===== src/rtl/controller_sequencer.sv =====
// SAP-style controller/sequencer: six-state one-hot ring counter with a
// Moore control-word decode for the 8-bit bus datapath.
module controller_sequencer #(
    parameter logic [3:0] OP_LDA   = 4'b0000,
    parameter logic [3:0] OP_ADD   = 4'b0001,
    parameter logic [3:0] OP_SUB   = 4'b0010,
    parameter logic [3:0] OP_OUT   = 4'b1110,
    parameter logic [3:0] OP_HLT   = 4'b1111,
    parameter logic       SKIP_NOP = 1'b0
) (
    input  logic       CLK,
    input  logic       RESET,
    input  logic       run,
    input  logic       step,
    input  logic [3:0] opcode,
    output logic [5:0] tstate,
    output logic       PC_en,
    output logic       OE_PC,
    output logic       WE_MAR,
    output logic       OE_Mem,
    output logic       WE_IR,
    output logic       OE_IR,
    output logic       WE_Acc,
    output logic       OE_Acc,
    output logic       WE_Breg,
    output logic       OE_ALU,
    output logic       SUB,
    output logic       WE_OR,
    output logic       HLT,
    output logic [7:0] instr_count
);

    localparam logic [5:0] T1 = 6'b000001;
    localparam logic [5:0] T2 = 6'b000010;
    localparam logic [5:0] T3 = 6'b000100;
    localparam logic [5:0] T4 = 6'b001000;
    localparam logic [5:0] T5 = 6'b010000;
    localparam logic [5:0] T6 = 6'b100000;

    logic [5:0] r_tstate;
    logic       r_halted;
    logic       r_step_q;
    logic [7:0] r_instr_count;

    logic w_adv;
    logic w_op_undef;
    logic w_halt_now;
    logic w_wrap;

    // A step edge only matters while run is low; during run it is absorbed.
    assign w_adv = ~r_halted & (run | (step & ~r_step_q));

    assign w_op_undef = (opcode != OP_LDA) && (opcode != OP_ADD) && (opcode != OP_SUB) &&
                        (opcode != OP_OUT) && (opcode != OP_HLT);

    assign w_halt_now = (r_tstate == T4) && (opcode == OP_HLT);

    assign w_wrap = (r_tstate == T6) ||
                    (SKIP_NOP && (r_tstate == T5) && (opcode == OP_LDA)) ||
                    (SKIP_NOP && (r_tstate == T4) && ((opcode == OP_OUT) || w_op_undef));

    always_ff @(posedge CLK or negedge RESET) begin
        if (!RESET) begin
            r_tstate      <= T1;
            r_halted      <= 1'b0;
            r_step_q      <= 1'b0;
            r_instr_count <= 8'h00;
        end else begin
            r_step_q <= step;
            if (w_adv) begin
                if (w_halt_now) begin
                    r_halted <= 1'b1;
                end else if (w_wrap) begin
                    r_tstate      <= T1;
                    r_instr_count <= r_instr_count + 8'd1;
                end else begin
                    r_tstate <= {r_tstate[4:0], r_tstate[5]};
                end
            end
        end
    end

    assign tstate      = r_tstate;
    assign HLT         = r_halted;
    assign instr_count = r_instr_count;

    // Controls are forced low during reset (async abort) and once halted.
    always_comb begin
        PC_en   = 1'b0;
        OE_PC   = 1'b0;
        WE_MAR  = 1'b0;
        OE_Mem  = 1'b0;
        WE_IR   = 1'b0;
        OE_IR   = 1'b0;
        WE_Acc  = 1'b0;
        OE_Acc  = 1'b0;
        WE_Breg = 1'b0;
        OE_ALU  = 1'b0;
        SUB     = 1'b0;
        WE_OR   = 1'b0;
        if (RESET && !r_halted) begin
            case (r_tstate)
                T1: begin
                    OE_PC  = 1'b1;
                    WE_MAR = 1'b1;
                end
                T2: PC_en = 1'b1;
                T3: begin
                    OE_Mem = 1'b1;
                    WE_IR  = 1'b1;
                end
                T4: begin
                    if ((opcode == OP_LDA) || (opcode == OP_ADD) || (opcode == OP_SUB)) begin
                        OE_IR  = 1'b1;
                        WE_MAR = 1'b1;
                    end else if (opcode == OP_OUT) begin
                        OE_Acc = 1'b1;
                        WE_OR  = 1'b1;
                    end
                end
                T5: begin
                    if (opcode == OP_LDA) begin
                        OE_Mem = 1'b1;
                        WE_Acc = 1'b1;
                    end else if ((opcode == OP_ADD) || (opcode == OP_SUB)) begin
                        OE_Mem  = 1'b1;
                        WE_Breg = 1'b1;
                        SUB     = (opcode == OP_SUB);
                    end
                end
                T6: begin
                    if ((opcode == OP_ADD) || (opcode == OP_SUB)) begin
                        OE_ALU = 1'b1;
                        WE_Acc = 1'b1;
                        SUB    = (opcode == OP_SUB);
                    end
                end
                default: ;
            endcase
        end
    end

endmodule


===== config.mk =====
export PLATFORM = sky130hd
export DESIGN_NAME = controller_sequencer
export DESIGN_NICKNAME = d
export VERILOG_FILES = /design/src/rtl/controller_sequencer.sv
export SDC_FILE = /design/constraint.sdc
export NUM_CORES = 1
export LEC_CHECK = 0
export CAP_MARGIN = 20
export CORE_MARGIN = 2
export CORE_UTILIZATION = 42
export DETAILED_ROUTE_END_ITERATION = 16
export PLACE_DENSITY_LB_ADDON = 0.1
export SKIP_LAST_GASP = 1
export SLEW_MARGIN = 20
export SYNTH_ARGS = -nofsm -noshare
export SYNTH_HDL_FRONTEND = slang
export SYNTH_SLANG_ARGS = --single-unit
export TNS_END_PERCENT = 100

===== constraint.sdc =====
create_clock -name CLK -period 2.04 [get_ports CLK]
set_input_delay 0.306 -clock CLK [delete_from_list [all_inputs] [get_ports CLK]]
set_output_delay 0.306 -clock CLK [all_outputs]
set_load 0.05 [all_outputs]

==> reports/summary.txt, run 1 <==
Netlist cell types -> 34
CTS root buf -> clkbuf_4
Post-Place Cells -> 156
Vias/cell -> 5.66
main combinational cell family by area after synthesis -> simple AND/OR/NAND/NOR gates
reg2reg path depth -> 5
port bufs -> 34
Die H -> 50.5 um
dpl hpwl -> 1.92 mm
share of cells above drive strength 1 -> 58.8%
number of buffers created by CTS -> 3
final hold violation count -> 0
max frequency -> 0.453 GHz
drt total wl -> 3.74 mm
CP arrival -> 1900 ps
crit path time final -> 2210 ps
die outline width -> 50.5 um
vias in the first global route -> 987
FF-to-FF Start -> tstate[4]
Max IR drop VDD -> 0.339 mV
P_int -> 413 uW
failing checks -> setup timing
Area contributors post-synth -> dfrtp_1, mux2_2, xnor2_1
die area -> 0.00255 mm2
grt total ovfl -> 0
Setup WS post-layout -> -170 ps
family with the most delay on the worst path -> simple AND/OR/NAND/NOR gates
ys flop type -> dfrtp_1
H-Tree Depth -> 1
Crit path required time -> 1730 ps
Max Cap Violations -> 0
status -> finished with violations
Worst Path Max Fanout -> 7
fin crit share -> 108%
Routed WL per cell -> 20.8 um
core region area -> 0.00200 mm2
CTS tree -> done
Synth Instances -> 84
Leak -> 0.000824 uW
switching pwr -> 127 uW
Routed Antenna Nets -> 0
Power, Total -> 540 uW
WP buf/inv -> 2
worst slew pin tran -> 526 ps
DR iter-0 viols -> 25
Ys Warns -> 0
crit start category -> register
critical path depth -> 6
worst reg2reg setup slack -> 240 ps
area share of the largest cell type after synthesis -> 41.4%
worst-path cell chain -> nor2_2, nor4b_4, nand2_2, buf_4, o21bai_4, buf_12
crit-path max cell delay -> 440 ps
Worst path slowest cell -> dfstp_2
combinational share of power -> 8.8%
Post-synth EDFFs -> 0
Setup Crit Path Kind -> reg2out
first-pass GRT wire length -> 4.70 mm
Synth Area in Simple Gates -> 29.7%
XOR/XNOR Fraction of Synth Area -> 7.72%
clock power share -> 32.2%
Area Growth Syn to Fin -> 106%
Non-Filler Instances -> 180
Synth Register Bits -> 16
n_diodes -> 0
nets -> 163
clk_skew -> 12.2 ps
global placement routability congestion -> 0.769
largest net degree at the start of global routing -> 18
Via Count -> 1018
area post-placement -> 0.00159 mm2
drt drc -> 0
CTS Buffer Depth -> 2
Final Instance Area -> 0.00186 mm2
mux contribution to synthesized area -> 8.69%
GRT Overall Usage -> 24.7%
most area-hungry cell type in the Yosys netlist -> dfrtp_1
Mapped Avg Cell Area -> 10.8 um2
asr flop ratio synth -> 100%
relative slew slack -> 64.9%
register area share after synthesis -> 44.3%
setup repair after global routing missed its margin -> yes
hold crit path type -> in2async
Net Count, Synth -> 93
Slew Limit Fails -> 0
Netlist Area Pre-Place -> 907 um2
post-synthesis adder-cell area fraction -> 1.38%
initial antenna violation count -> 0
Final Util -> 93.1%
final setup vio count -> 14
Synth Area in Compound Gates -> 7.03%
sequential share of power -> 59.0%
worst reg2reg endpoint -> tstate[2]
initial core utilization -> 45.3%
Switching Fraction -> 23.5%
CTS clk-pin slew, worst paths -> 100 ps
clk_lat worst skew -> 290 ps
CP Capture Type -> output port
TritonCTS sink count -> 16
IO Pins -> 35
site row count -> 16
Pwr per Cell Area -> 289 mW/mm2
drt pass-1 iters -> 5
synth_stat cells, types with 2 or more instances:
master / count
dfrtp_1: 15
nand2_1: 8
mux2_2: 7
nor2_1: 6
xnor2_1: 4
xor2_1: 4
and2_1: 3
nand2b_1: 3
nand4_1: 3
nor4b_1: 3
nor2b_1: 2
nor3_1: 2
nor3b_1: 2
nor4_1: 2
cell families after synthesis:
logic type               after synthesis
AND/OR/NAND/NOR                       43
flip-flops                            16
XOR/XNOR                               8
AO/OA/AOI/OAI                          7
multiplexers                           7
buffers and inverters                  2
adder cells (fa/ha/maj)                1
sequential cells by signal (all words and copies together) (netlist names):
name / cells
HLT: 1
tstate: 6
r_step_q: 1
instr_count: 8
metrics by stage:
stage / hold WS, ps / setup TNS (ps) / setup WS [ps]
4_1_cts: 205 / -547 / -97.2
3_5_place_dp: 464 / -698 / -179
2_1_floorplan: 10.4 / -443 / -224
5_1_grt: 237 / -1610 / -202
6_report: 226 / -936 / -170
3_3_place_gp: 457 / -382 / -124
cell usage in the layout (no fill, tap or decap), types with 2 or more instances in the layout:
cell type / instances
buf_6: 6
buf_4: 27
nand2_1: 5
nor3b_4: 2
clkbuf_4: 3
and3b_2: 2
xor2_1: 4
nor4_4: 3
nand2_2: 4
nor2_1: 4
nand2b_1: 2
and2_1: 3
mux2_2: 7
dfrtp_1: 9
nor3_4: 2
nor4b_4: 2
xnor2_1: 4
nand4_1: 3
buf_12: 12
dfrtp_2: 6
clkdlybuf4s50_1: 20
what timing repair did:
action	CTS	global route
hold buffers	0	0
endpoints found under the hold margin	0	0
setup endpoints to repair	11	11
pin swaps	6	7
cloned	0	0
gates resized for setup	7	15
buffers inserted	11	9
cell type report:
cell class                 instances  area, um2
multi-input combinational         66        672
sequential                        16        409
timing repair buffer              66        719
fill                              67        138
tap                               27       33.8
inverter                           1       3.75
clock buffer                       4       26.3
routing by layer:
layer | routed length [um] | GRT usage [%] | vias to the layer above
li1 | - | - | 443
met1 | 1460 | 28.2 | 494
met2 | 1850 | 43.9 | 63
met5 | 0 | 0 | -
met4 | 176 | 10.4 | 0
met3 | 252 | 5.95 | 18
worst max-delay path by stage:
stage                   start     end  slack, ps
floorplan           tstate[5]   WE_OR       -220
global placement        RESET  OE_Mem       -120
detailed placement      RESET  OE_Mem       -180
CTS                       HLT  WE_Acc       -100
global route        tstate[0]  OE_Mem       -200
finish              tstate[0]  OE_Mem       -170
power by group through the flow:
stage                     combinational [uW]  sequential, uW  clock [uW]
final                                   47.2             318         174
after global routing                    50.2             318         192
after detailed placement                43.1             324           0
after floorplan                         11.1             324           0
after CTS                               43.8             318         177
after global placement                  42.1             324           0
(Power assumes the default switching activity.)
==> run 2: changes to the inputs <==
--- a/config.mk
+++ b/config.mk
@@ -5,11 +5,13 @@
 export SDC_FILE = /design/constraint.sdc
 export NUM_CORES = 1
 export LEC_CHECK = 0
+export ABC_CLOCK_PERIOD_IN_PS = 2040
 export CAP_MARGIN = 20
 export CORE_MARGIN = 2
 export CORE_UTILIZATION = 42
 export DETAILED_ROUTE_END_ITERATION = 16
 export PLACE_DENSITY_LB_ADDON = 0.1
+export REMOVE_ABC_BUFFERS = 1
 export SKIP_LAST_GASP = 1
 export SLEW_MARGIN = 20
 export SYNTH_ARGS = -nofsm -noshare
==> run 2 against run 1 <==
- the run still ends with setup timing left
- clock skew shrank 6.5 ps
- via count shrank 14%
- sequential cell count unchanged
==> reports/summary.txt, run 2 (synthesized netlist as in run 1, its figures left out) <==
status -> finished with violations
failing checks -> setup timing
relative slew slack -> 65.3% (+0.44 points)
H-Tree Depth -> 1 (unchanged)
Final Util -> 85.4% (-7.7 points)
max frequency -> 0.455 GHz (+0.58%)
n_diodes -> 0 (unchanged)
Setup Crit Path Kind -> reg2out
Via Count -> 878 (-14%)
Area Growth Syn to Fin -> 88.6%
Max Cap Violations -> 0 (unchanged)
Post-Place Cells -> 158 (+1.3%)
site row count -> 16 (unchanged)
CTS tree -> done
Setup WS post-layout -> -157 ps (+12.8 ps)
drt drc -> 0 (unchanged)
crit-path max cell delay -> 420 ps (-20 ps)
CTS Buffer Depth -> 2 (unchanged)
hold buffers post-CTS -> 0 (unchanged)
global placement routability congestion -> 0.860 (+12%)
Vias/cell -> 5.08 (-10%)
die outline width -> 50.5 um (unchanged)
final hold violation count -> 0 (unchanged)
total negative slack -> -312 ps (+624 ps)
worst reg2reg endpoint -> instr_count[1]
initial core utilization -> 45.3% (unchanged)
vias in the first global route -> 959 (-2.8%)
drt total wl -> 2.77 mm (-26%)
Crit path required time -> 1730 ps (about the same)
largest net degree at the start of global routing -> 18 (unchanged)
Non-Filler Instances -> 173 (-3.9%)
fin crit share -> 108% (-0.63 points)
Max IR drop VDD -> 0.447 mV (+32%)
CTS root buf -> clkbuf_4
die area -> 0.00255 mm2 (unchanged)
final setup vio count -> 4 (-10)
worst reg2reg setup slack -> 400 ps (+160 ps)
core region area -> 0.00200 mm2 (unchanged)
max FFs per register -> 8 (unchanged)
clk_lat worst skew -> 290 ps (about the same)
worst setup path endpoint -> WE_Acc
FF-to-FF Start -> tstate[2]
Crit. Startpoint -> HLT
Leak -> 0.000812 uW (-1.4%)
most frequent cells in the layout -> buf_4, clkdlybuf4s50_1, buf_12
Slew Limit Fails -> 0 (unchanged)
worst-path cell chain -> nand2b_4, or3_4, a211o_1, o31ai_1, buf_4, buf_12
DR iter-0 viols -> 13 (-48%)
Routed Antenna Nets -> 0 (unchanged)
most common cell after layout, fill and taps aside -> buf_4
TritonCTS sink count -> 16 (unchanged)
IO Pins -> 35 (unchanged)
dpl hpwl -> 1.89 mm (-1.8%)
Die H -> 50.5 um (unchanged)
drt pass-1 iters -> 5 (unchanged)
crit start category -> register
worst slew pin tran -> 520 ps (-5.83 ps)
first-pass GRT wire length -> 4.60 mm (-2.0%)
grt total ovfl -> 0 (unchanged)
hold crit path type -> in2async
crit path time final -> 2200 ps (-12.8 ps)
GRT Overall Usage -> 24.1% (-0.62 points)
clk_skew -> 5.68 ps (-6.49 ps)
CTS clk-pin slew, worst paths -> 100 ps (about the same)
port bufs -> 34 (unchanged)
initial antenna violation count -> 0 (unchanged)
number of buffers created by CTS -> 3 (unchanged)
CP arrival -> 1890 ps (about the same)
Worst path slowest cell -> dfrtp_1
Power, Total -> 571 uW (+5.8%)
Pwr per Cell Area -> 334 mW/mm2 (+15%)
setup repair after global routing missed its margin -> yes
reg2reg path depth -> 5 (unchanged)
nets -> 156 (-4.3%)
Worst Path Max Fanout -> 4 (-3)
CP Capture Type -> output port
share of cells above drive strength 1 -> 49.3% (-9.5 points)
worst hold slack -> 159 ps (-67.1 ps)
Routed WL per cell -> 16.0 um (-23%)
run 2: worst max-delay path: cells and delay by family, from the launching register on:
family | cells | cell delay [ps]
AO/OA/AOI/OAI | 2 | 340
flip-flops | 1 | 420
AND/OR/NAND/NOR | 2 | 540
buffers and inverters | 2 | 300
run 2: how the worst min path moves through the flow:
stage / start / endpoint / slack [ps]
after floorplan: RESET / HLT / 10
after global placement: instr_count[7] / instr_count[7] / 450
after detailed placement: instr_count[4] / instr_count[4] / 490
after CTS: RESET / tstate[4] / 150
after global routing: RESET / instr_count[7] / 180
final: RESET / HLT / 160
run 2: what timing repair did:
action | in CTS | in global routing
pin swaps | 9 | 0
endpoints found under the setup margin | 10 | 13
resized for setup | 18 | 6
buffers inserted | 11 | 0
run 2: report_power, final:
part	internal (uW)	switching [uW]
sequential	318	0.236
clock	109	104
combinational	17.5	22.1
run 2: cell type report:
| type | count | area (um2) |
|---|---|---|
| inverter | 1 | 3.75 |
| tap | 27 | 33.8 |
| clock buffer | 4 | 36.3 |
| timing repair buffer | 59 | 654 |
| sequential | 16 | 407 |
| multi-input combinational | 66 | 576 |
| fill | 101 | 292 |
run 2: metal layers:
metal / GRT usage, % / vias up / wire, um
met2: 42.8 / 25 / 1480
met3: 4.76 / 0 / 116
met1: 29.2 / 428 / 1180
met4: 7.66 / 0 / 0
li1: - / 425 / -
met5: 0 / - / 0
run 2: through the flow:
stage               worst slack [ps]  cell area [um2]
finish                          -157             1710
CTS                            -59.1             1690
detailed placement              -243             1500
global route                    -240             1710
floorplan                      -2270              900
global placement                -166             1500
==> edit 1, RTL diff (settings of run 2) <==
The parameter `SKIP_NOP` goes from 1'b0 to 1'b1.
--- a/src/rtl/controller_sequencer.sv
+++ b/src/rtl/controller_sequencer.sv
@@ -6,7 +6,7 @@
     parameter logic [3:0] OP_SUB   = 4'b0010,
     parameter logic [3:0] OP_OUT   = 4'b1110,
     parameter logic [3:0] OP_HLT   = 4'b1111,
-    parameter logic       SKIP_NOP = 1'b0
+    parameter logic       SKIP_NOP = 1'b1
 ) (
     input  logic       CLK,
     input  logic       RESET,
Function: changed (Yosys sat finds a counterexample within 10 cycles, from zero or initial values and one cycle with RESET low).
==> edit 1 against run 2 <==
Design area is 2.1% higher; wire length is 1.4% lower; count of clock-buffer cells in the layout stayed put; clock skew is 0.00075 ns higher; via count is 14% higher; worst setup slack better by 0.23 ns; global-route usage is 1.7 points lower; sequential cell count stayed put; synthesized area is 9.2% higher.
Power is left out: it rests on default switching activity, and per cell area and clock period it moved more than threefold.
==> edit 1: results (changes against run 2) <==
stage,metric,value,unit,change
status,status,"finished, final reports clean",,"was complete, but fails checks"
sta,relSlewSlack,0.664,,was 0.653
placement,place_congestion,0.830,,was 0.860
route,drt-initial-drc-count,5,,was 13
finish,drive_above_1_share,0.465,,was 0.493
synthesis,synth_compound_area_frac,0.0922,,was 0.0703
synthesis,ys_types,36,,was 34
route,via_count,1000,,was 878
setup_path,crit_slowest_cell,dfrtp_2,,was dfrtp_1
synthesis,synthMuxAreaShare,0.0492,,was 0.0869
placement,hpwl,1990,um,was 1890 um
synthesis,synth_top_cells_by_count,"dfrtp_1, nor2_1, nand2_1, xor2_1",,"was dfrtp_1, nand2_1, mux2_2"
setup_path,ff2ff_path_depth,7,,was 5
grt,grt_pass1_wl,4380,um,was 4600 um
finish,n_fill_cell,150,,was 101
finish,final_net_count,169,,was 156
clock_tree,postCtsSetupBuffers,0,,was 11
sta,clock_skew,0.00643,ns,was 0.00568 ns
synthesis,seq_area_frac_synth,0.405,,was 0.443
grt,track_usage,0.225,,was 0.241
synthesis,netlist_top_cells_area,"dfrtp_1, xor2_1, nor4_2",,"was dfrtp_1, mux2_2, xnor2_1"
grt,grt_max_degree,17,,was 18
setup_path,cpPeakStageDelay,0.47,ns,was 0.42 ns
synthesis,synth_fa_ha_area_frac,0.0126,,was 0.0138
placement,place_ws,-0.257,ns,was -0.243 ns
setup_path,critPathMaxFanout,8,,was 4
placement,placed_cells,179,,was 158
setup_path,endpoint,PC_en,,was WE_Acc
route,wire_per_inst,14.6,um,was 16.0 um
clock_tree,cts_resized,9,,was 18
synthesis,synth_xor_area_frac,0.0707,,was 0.0772
grt,grt_pass1_vias,980,,was 959
sta,holdWs,0.0245,ns,was 0.159 ns
setup_path,crit_arrival,1.66,ns,was 1.89 ns
route,drt_pass1_iterations,4,,was 5
setup_path,startpoint,tstate[3],,was HLT
-- edit 1: routing by layer --
metal / wire length (um) / global-route usage / share of wire / vias to the layer above
met5: 0 / 0 / 0 / -
met4: 76 / 0.128 / 0.028 / 0
met3: 155 / 0.0314 / 0.057 / 6
met2: 1460 / 0.417 / 0.53 / 35
met1: 1040 / 0.238 / 0.38 / 479
li1: - / - / - / 480
-- edit 1: kinds of logic (layout without fill, tap and decap cells) --
logic type | after synthesis | count (layout)
AO/OA/AOI/OAI | 13 | 13
XOR/XNOR | 8 | 8
adder cells (fa/ha/maj) | 1 | 1
buffers and inverters | 5 | 64
flip-flops | 16 | 16
multiplexers | 4 | 4
AND/OR/NAND/NOR | 53 | 53
-- edit 1: cell type report --
type	instances	area [um^2]	share of cell area
timing repair buffer	58	643	0.368
multi-input combinational	79	618	0.354
sequential	16	407	0.233
clock buffer	4	36.3	0.0208
tap	28	35.0	0.0201
inverter	2	7.51	0.00430
==> edit 2, RTL diff (settings of run 2) <==
Made on the original files. Register the inputs `run` and `step` before use, without a reset. The logic sees them one clock later. The other inputs are not delayed to match.
--- a/src/rtl/controller_sequencer.sv
+++ b/src/rtl/controller_sequencer.sv
@@ -37,6 +37,14 @@
     localparam logic [5:0] T5 = 6'b010000;
     localparam logic [5:0] T6 = 6'b100000;
 
+    logic run_q;
+    logic step_q;
+
+    always_ff @(posedge CLK) begin
+        run_q  <= run;
+        step_q <= step;
+    end
+
     logic [5:0] r_tstate;
     logic       r_halted;
     logic       r_step_q;
@@ -48,7 +56,7 @@
     logic w_wrap;
 
     // A step edge only matters while run is low; during run it is absorbed.
-    assign w_adv = ~r_halted & (run | (step & ~r_step_q));
+    assign w_adv = ~r_halted & (run_q | (step_q & ~r_step_q));
 
     assign w_op_undef = (opcode != OP_LDA) && (opcode != OP_ADD) && (opcode != OP_SUB) &&
                         (opcode != OP_OUT) && (opcode != OP_HLT);
@@ -66,7 +74,7 @@
             r_step_q      <= 1'b0;
             r_instr_count <= 8'h00;
         end else begin
-            r_step_q <= step;
+            r_step_q <= step_q;
             if (w_adv) begin
                 if (w_halt_now) begin
                     r_halted <= 1'b1;
Formal check against the unedited RTL: not equivalent (Yosys sat finds a counterexample within 4 cycles, from zero or initial values and one cycle with RESET low).
==> edit 2 against run 2 <==
Synthesized area increased by 8.6%; sequential cell count is 2 higher; utilization decreased by 7.3 points; sequential share of layout area grew 2.1 points; register-to-register slack got worse by 0.19 ns; total power increased by 7.5%; first-iteration DRC count is 23% lower; worst setup slack gained 0.16 ns; design area increased by 1.0%; wire length decreased by 4.0%; worst hold slack gained 0.19 ns; synthesized cell count increased by 8.3%; critical endpoint is now OE_Mem.
==> edit 2: results (changes against run 2) <==
stage,metric,value,unit,change
clock_tree,clk_latency,0.30,ns,
sta,clock_skew,0.0106,ns,was 0.00568 ns
synthesis,syn_avg_cell_area,10.8,um^2,about the same
power,irDropWorstVdd,0.610,mV,was 0.447 mV
setup_path,crit_arrival,1.73,ns,was 1.89 ns
min_path,min_from,step_q,,
placement,port_buffers,34,,unchanged
placement,place_congestion,0.804,,was 0.860
clock_tree,clk_pin_slew,0.09,ns,
setup_path,startpoint_type,register,,unchanged
power,leakage,0.000707,uW,was 0.000812 uW
route,drt_pass1_iterations,4,,was 5
synthesis,async_flop_share,0.889,,was 1.00
setup_path,ff2ff_path_depth,5,,unchanged
sta,max_freq,492,MHz,was 455 MHz
route,via_count,937,,was 878
synthesis,ys_types,36,,was 34
clock_tree,cts_root_buf,clkbuf_4,,unchanged
route,wire_per_inst,15.1,um,was 16.0 um
finish,n_fill_cell,147,,was 101
grt,grt_antenna_before_repair,0,,unchanged
route,drt-initial-drc-count,10,,was 13
setup_path,r2r_slack,0.21,ns,was 0.40 ns
finish,antenna_cells,0,,unchanged
power,switching_share,0.209,,was 0.222
clock_tree,cts_buffers,3,,unchanged
synthesis,synthMuxAreaShare,0.0801,,was 0.0869
synthesis,synth_warnings,0,,unchanged
grt,grt_pass1_wl,4150,um,was 4600 um
synthesis,seq_area_frac_synth,0.449,,was 0.443
placement,hpwl,1850,um,was 1890 um
placement,placed_cells,161,,was 158
synthesis,synth_xor_area_frac,0.0712,,was 0.0772
grt,grt_pass1_vias,913,,was 959
synthesis,synth_fa_ha_area_frac,0.0127,,was 0.0138
min_path,hold_class,register to register,,was primary input to async pin
synthesis,netlist_top_cells_area,"dfrtp_1, mux2_2, xor2_1",,"was dfrtp_1, mux2_2, xnor2_1"
synthesis,synth_top_cells_by_count,"dfrtp_1, nor2_1, nand2_1",,"was dfrtp_1, nand2_1, mux2_2"
grt,track_usage,0.206,,was 0.241
finish,drive_above_1_share,0.459,,was 0.493
finish,largest_reg_flops,8,,unchanged
setup_path,critPathMaxFanout,7,,was 4
min_path,holdPathStages,0,,
clock_tree,htree_levels,1,,unchanged
sta,tightest_slew,0.504,ns,was 0.520 ns
clock_tree,postCtsHoldBufs,0,,unchanged
placement,place_ws,-0.128,ns,was -0.243 ns
clock_tree,cts_buffer_depth,2,,unchanged
route,routed_via_density,5.32,,was 5.08
synthesis,synth_compound_area_frac,0.0356,,was 0.0703
setup_path,r2r-start,tstate[0],,was tstate[2]
status,status,"finished, final reports clean",,"was complete, but fails checks"
grt,grt_max_degree,17,,was 18
==> edit 2: final cells by class <==
cell class | instances | share of cell area
repair buffers | 55 | 0.358
multi-input cells | 68 | 0.335
flip-flops and latches | 18 | 0.259
clock buffers | 4 | 0.0210
well taps | 28 | 0.0203
inverters | 3 | 0.00652
==> edit 2: power groups by stage <==
stage               clock network [uW]  registers, uW  logic (uW)
floorplan                            0            368        5.70
global placement                     0            368        32.9
detailed placement                   0            368        33.2
CTS                                223            361        34.0
global route                       237            361        37.2
finish                             218            361        34.4
==> edit 2: logic make-up after synthesis <==
kind of cell,Yosys count
compound gates,5
xor+xnor,8
fa+ha+maj,1
buf+inv,5
flops,18
mux,7
simple gates,47
==> edit 2: routing by layer <==
| metal | vias up | part of all wire | track usage | wire [um] |
|---|---|---|---|---|
| li1 | 439 | - | - | - |
| met1 | 461 | 0.40 | 0.258 | 1060 |
| met2 | 35 | 0.54 | 0.354 | 1440 |
| met3 | 2 | 0.054 | 0.0514 | 143 |
| met4 | 0 | 0.0053 | 0.0470 | 14 |
| met5 | - | 0 | 0 | 0 |
==> edit 2: critical path, cell delays in order, from the launching register on <==
cell     delay (ns)
dfstp_2        0.43
nor4_4         0.34
nand3_1        0.17
nor3b_1        0.22
or2_4          0.16
buf_12         0.12
==> edit 2: timing repair <==
| action | in CTS | in global routing |
|---|---|---|
| buffers inserted | 7 | 4 |
| gates resized for setup | 9 | 11 |
| pin swaps | 1 | 4 |
| endpoints found under the setup margin | 6 | 12 |
==> edit 2: metrics by stage <==
step                      TNS, ns  hold WS (ns)  area, um^2
after floorplan             -4.37        0.0104         966
after global placement     -0.113         0.333        1530
after detailed placement   -0.567         0.343        1530
after CTS                       0         0.356        1660
after global routing       -0.681         0.368        1730
final                           0         0.352        1730
==> edit 2: worst paths after layout <==
kind                                       end
min in group asynchronous       instr_count[4]
max in group asynchronous            tstate[0]
worst max register to register       tstate[4]
worst min-delay path                  r_step_q
worst min register to register        r_step_q
worst max-delay path                    OE_Mem
